<file path="config.mk">
export PLATFORM = sky130hd
export DESIGN_NAME = module_captura_numero
export DESIGN_NICKNAME = d
export VERILOG_FILES = /design/src/rtl/module_captura_numero.sv
export SDC_FILE = /design/constraint.sdc
export NUM_CORES = 1
export LEC_CHECK = 0
export BUFFER_PORTS_ARGS = -buffer_cell sky130_fd_sc_hd__buf_2
export CORE_MARGIN = 2
export CORE_UTILIZATION = 49
export CTS_CLUSTER_SIZE = 40
export DETAILED_ROUTE_END_ITERATION = 10
export PLACE_DENSITY_LB_ADDON = 0.08
export SLEW_MARGIN = 15
export SYNTH_ARGS = -nofsm -noshare
export SYNTH_HDL_FRONTEND = slang
export SYNTH_SLANG_ARGS = --single-unit
</file>
<file path="constraint.sdc">
create_clock -name clk -period 1.9 [get_ports clk]
set_input_delay 0.19 -clock clk [delete_from_list [all_inputs] [get_ports clk]]
set_output_delay 0.19 -clock clk [all_outputs]
set_load 0.05 [all_outputs]
</file>
<file path="src/rtl/module_captura_numero.sv">
// Keypad operand capture: builds a BCD number from debounced key codes and
// hands it downstream over a valid/ready handshake.
module module_captura_numero #(
  parameter int N_DIG = 3
) (
  input  logic                       clk,
  input  logic                       rst,
  input  logic                       tecla,
  input  logic [3:0]                 cod_i,
  input  logic                       ready_i,
  output logic                       valid_o,
  output logic [4*N_DIG-1:0]         num_o,
  output logic [$clog2(N_DIG+1)-1:0] ndig_o,
  output logic                       err_o
);

  localparam int W  = $clog2(N_DIG + 1);
  localparam int BW = 4 * N_DIG;
  localparam logic [W-1:0] MAX_DIG = W'(N_DIG);

  localparam logic [3:0] KEY_CLEAR = 4'hE;
  localparam logic [3:0] KEY_ENTER = 4'hF;

  typedef enum logic [1:0] {
    IDLE,
    ENTRY,
    HOLD
  } state_t;

  state_t        state;
  state_t        state_nxt;
  logic [BW-1:0] operand;
  logic [BW-1:0] operand_nxt;
  logic [W-1:0]  ndig;
  logic [W-1:0]  ndig_nxt;
  logic          err_q;
  logic          err_nxt;
  logic          tecla_prev;
  logic          key_event;
  logic          is_digit;

  // A key counts once, on the cycle its level rises.
  assign key_event = tecla & ~tecla_prev;
  assign is_digit  = (cod_i <= 4'd9);

  always_ff @(posedge clk) begin
    if (rst) begin
      state      <= IDLE;
      operand    <= '0;
      ndig       <= '0;
      err_q      <= 1'b0;
      tecla_prev <= 1'b0;
    end else begin
      state      <= state_nxt;
      operand    <= operand_nxt;
      ndig       <= ndig_nxt;
      err_q      <= err_nxt;
      tecla_prev <= tecla;
    end
  end

  always_comb begin
    state_nxt   = state;
    operand_nxt = operand;
    ndig_nxt    = ndig;
    err_nxt     = 1'b0;

    case (state)
      IDLE, ENTRY: begin
        if (key_event) begin
          if (is_digit) begin
            if (ndig < MAX_DIG) begin
              operand_nxt = {operand[BW-5:0], cod_i};
              ndig_nxt    = ndig + W'(1);
              state_nxt   = ENTRY;
            end else begin
              err_nxt = 1'b1;
            end
          end else if (cod_i == KEY_CLEAR) begin
            operand_nxt = '0;
            ndig_nxt    = '0;
            state_nxt   = IDLE;
          end else if (cod_i == KEY_ENTER) begin
            // An empty operand is never offered downstream.
            if (state == IDLE) begin
              err_nxt = 1'b1;
            end else begin
              state_nxt = HOLD;
            end
          end
        end
      end

      HOLD: begin
        if (ready_i) begin
          operand_nxt = '0;
          ndig_nxt    = '0;
          state_nxt   = IDLE;
        end
        if (key_event) begin
          err_nxt = 1'b1;
        end
      end

      default: begin
        operand_nxt = '0;
        ndig_nxt    = '0;
        state_nxt   = IDLE;
      end
    endcase
  end

  assign valid_o = (state == HOLD);
  assign num_o   = operand;
  assign ndig_o  = ndig;
  assign err_o   = err_q;

endmodule

</file>
==> results.py <==
metrics = {
    "logic_synthesis": {
        "synth.largest_area_cell": "dfxtp_1",
        "yosys_warnings": 0,
        "synth_edf_count": 0,
        "synthFlopType": "dfxtp_1",
        "yosysMostFrequentCell": "nand2_1",
        "syn-cell-area_um2": 843,
        "syn_avg_cell_area_um2": 9.48,
        "synth.net_count": 98,
        "ys_seq_elements": 18,
        "yosys.cell_types.count": 30,
        "synthTopCellsByArea": "dfxtp_1 (43%), mux2i_1 (12%), nand2_1 (9.8%)",
        "netlist.area_leader.share_pct": 42.7,
        "synth_commonest_cells": "nand2_1 (22), dfxtp_1 (18), mux2i_1 (10)",
        "synthCells": 89,
        "ys_seq_area_share_pct": 42.7,
        "synth-async-reset-ratio_pct": 0,
    },
    "routing": {
        "via_per_inst": 5.49,
        "num_vias": 719,
        "wirelength_um": 1650,
        "first_pass_iters": 4,
        "drt_first_iter_violations": 14,
        "drtAntennaViolNets": 0,
        "drcViolationCount": 0,
        "wl_per_cell_um": 12.6,
    },
    "floorplanning": {
        "io_pins": 24,
        "dieArea_um2": 2070,
        "start_util_pct": 54.1,
        "core_region_area_um2": 1560,
        "rows": 14,
        "die_y_um": 45.5,
        "dieWidth_um": 45.5,
    },
    "clock_tree": {
        "clk_pin_slew_ns": 0.11,
        "clock_path_buffers": 2,
        "cts_hold_buf": 0,
        "cts_num_sinks": 18,
        "cts_resized": 0,
        "htree_levels": 1,
        "cts_tree": "done",
        "clockRootBuffer": "clkbuf_4",
        "post_cts.repair.setup_buffers": 0,
        "cts_made_buffers": 3,
        "clk_latency_ns": 0.29,
    },
    "run": {
        "cap_violations": 0,
    },
    "finish": {
        "stdcell_area_um2": 1010,
        "final_util_pct": 64.6,
        "drive_above_1_share_pct": 33.9,
        "areaGrowthSynthToFinish_pct": 19.4,
        "nNetsFinal": 125,
        "fillCellCount": 137,
        "num_antenna_cells": 0,
    },
    "power_and_ir_drop": {
        "pwr-share-seq_pct": 53.2,
        "p_sw_w": 0.000197,
        "p_per_area_nw_per_um2": 734,
        "pwr-share-clk_pct": 32.2,
        "p_leak_nw": 0.463,
        "ir_drop_v": 0.000523,
        "swShare_pct": 26.7,
        "p_int_w": 0.000542,
        "comb_power_share_pct": 14.6,
    },
    "worst_setup_path": {
        "arrival_ns": 1.85,
        "cp.required_ns": 2.13,
        "crit_path_start_kind": "flop",
        "worstSetupPathType": "flop to flop",
        "endpoint_kind": "flop",
        "critPathMaxFanout": 10,
    },
    "sta": {
        "fin_tns_setup_ns": 0,
        "relSlewSlack_pct": 72.2,
        "fmax_mhz": 615,
        "clock_skew_ns": 0.00337,
        "setup_viol": 0,
        "finalHoldViolCount": 0,
        "hold-worst-slack_ns": 0.133,
        "finalMaxSlewViolations": 0,
        "fin_crit_sh_pct": 85.6,
        "tightest_slew_ns": 0.415,
        "period_needed_ns": 1.63,
        "rsz0062_at_grt": "no",
    },
    "global_route": {
        "grt_pass1_vias": 632,
        "grt_pass1_wl_um": 2770,
        "grt-ovfl-total": 0,
        "grt_usage_pct": 18.7,
        "grt_start_max_net_pins": 14,
        "antenna_found_initial": 0,
    },
    "status": {
        "status": "completed",
    },
    "placement": {
        "place_area_um2": 971,
        "port_buffers": 23,
        "post-dp-hpwl_um": 1210,
        "gp_congestion": 0.833,
    },
    "min_path": {
        "worstHoldPathType": "input pin to flop",
    },
}
-- through the flow --
stage          worst slack (ns)  power (W)  instances
6_report                  0.273   0.000740        131
5_1_grt                   0.104   0.000780        131
3_5_place_dp              0.310   0.000511        127
2_1_floorplan             0.195   0.000482         89
4_1_cts                   0.281   0.000747        131
3_3_place_gp              0.365   0.000510        127
-- logic make-up after synthesis --
group | Yosys count | share of synthesized area, %
and+or+nand+nor | 40 | 25.5
DFF | 18 | 42.7
AOI/OAI and AO/OA | 13 | 12.6
muxes | 11 | 13.2
buffers and inverters | 6 | 4.45
adders and majority gates | 1 | 1.48
-- cell type report --
cell class	count	area [um^2]	area share, %
multi-input combinational	65	445	44.2
timing repair buffer	26	138	13.7
inverter	2	7.51	0.745
clock buffer	4	36.3	3.60
tap	16	20.0	1.99
sequential	18	360	35.8
-- worst max-delay path, stage by stage (launching register included) --
cell and delay, ns:
dfxtp_1 0.56, nor2b_1 0.13, o211a_1 0.20, nor3_4 0.27
buf_4 0.21, mux2i_1 0.19
-- state kept, by name, indices dropped and copies added, names as in the netlist --
name        count
err_o           1
ndig_o          2
tecla_prev      1
num_o          12
state           2
-- final timing paths --
check,slack [ns],startpoint,end,cells after the start
hold / removal,0.13,tecla,tecla_prev,2
setup / recovery,0.27,state[1],num_o[6],5
hold reg to reg,0.46,num_o[8],num_o[8],2
setup reg to reg,0.27,state[1],num_o[6],5
-- power groups by stage --
stage          Clock, W  Combinational (W)  Sequential [W]
2_1_floorplan         0          0.0000589        0.000423
3_3_place_gp          0           0.000108        0.000402
3_5_place_dp          0           0.000108        0.000402
4_1_cts        0.000245           0.000108        0.000394
5_1_grt        0.000268           0.000117        0.000395
6_report       0.000238           0.000108        0.000393
-- cell usage in the layout, fill, tap and decap left out, drive strengths merged, types with 2 or more instances in the layout --
| master | count |
|---|---|
| buf | 26 |
| nor3 | 4 |
| o311a | 2 |
| nand2 | 22 |
| mux2i | 10 |
| dfxtp | 18 |
| clkbuf | 4 |
| o21ai | 2 |
| a21oi | 3 |
| nor2b | 5 |
| a31o | 2 |
| inv | 2 |
| nor3b | 2 |
-- per-layer routing --
| layer | global-route usage, % | up-vias | part of all wire [%] |
|---|---|---|---|
| met3 | 3.57 | 4 | 3.9 |
| met1 | 24.6 | 330 | 48 |
| met5 | 0 | - | 0 |
| met2 | 29.3 | 20 | 47 |
| met4 | 8.82 | 0 | 1.4 |
| li1 | - | 365 | - |
No activity file was read; power rests on OpenSTA's default activity.
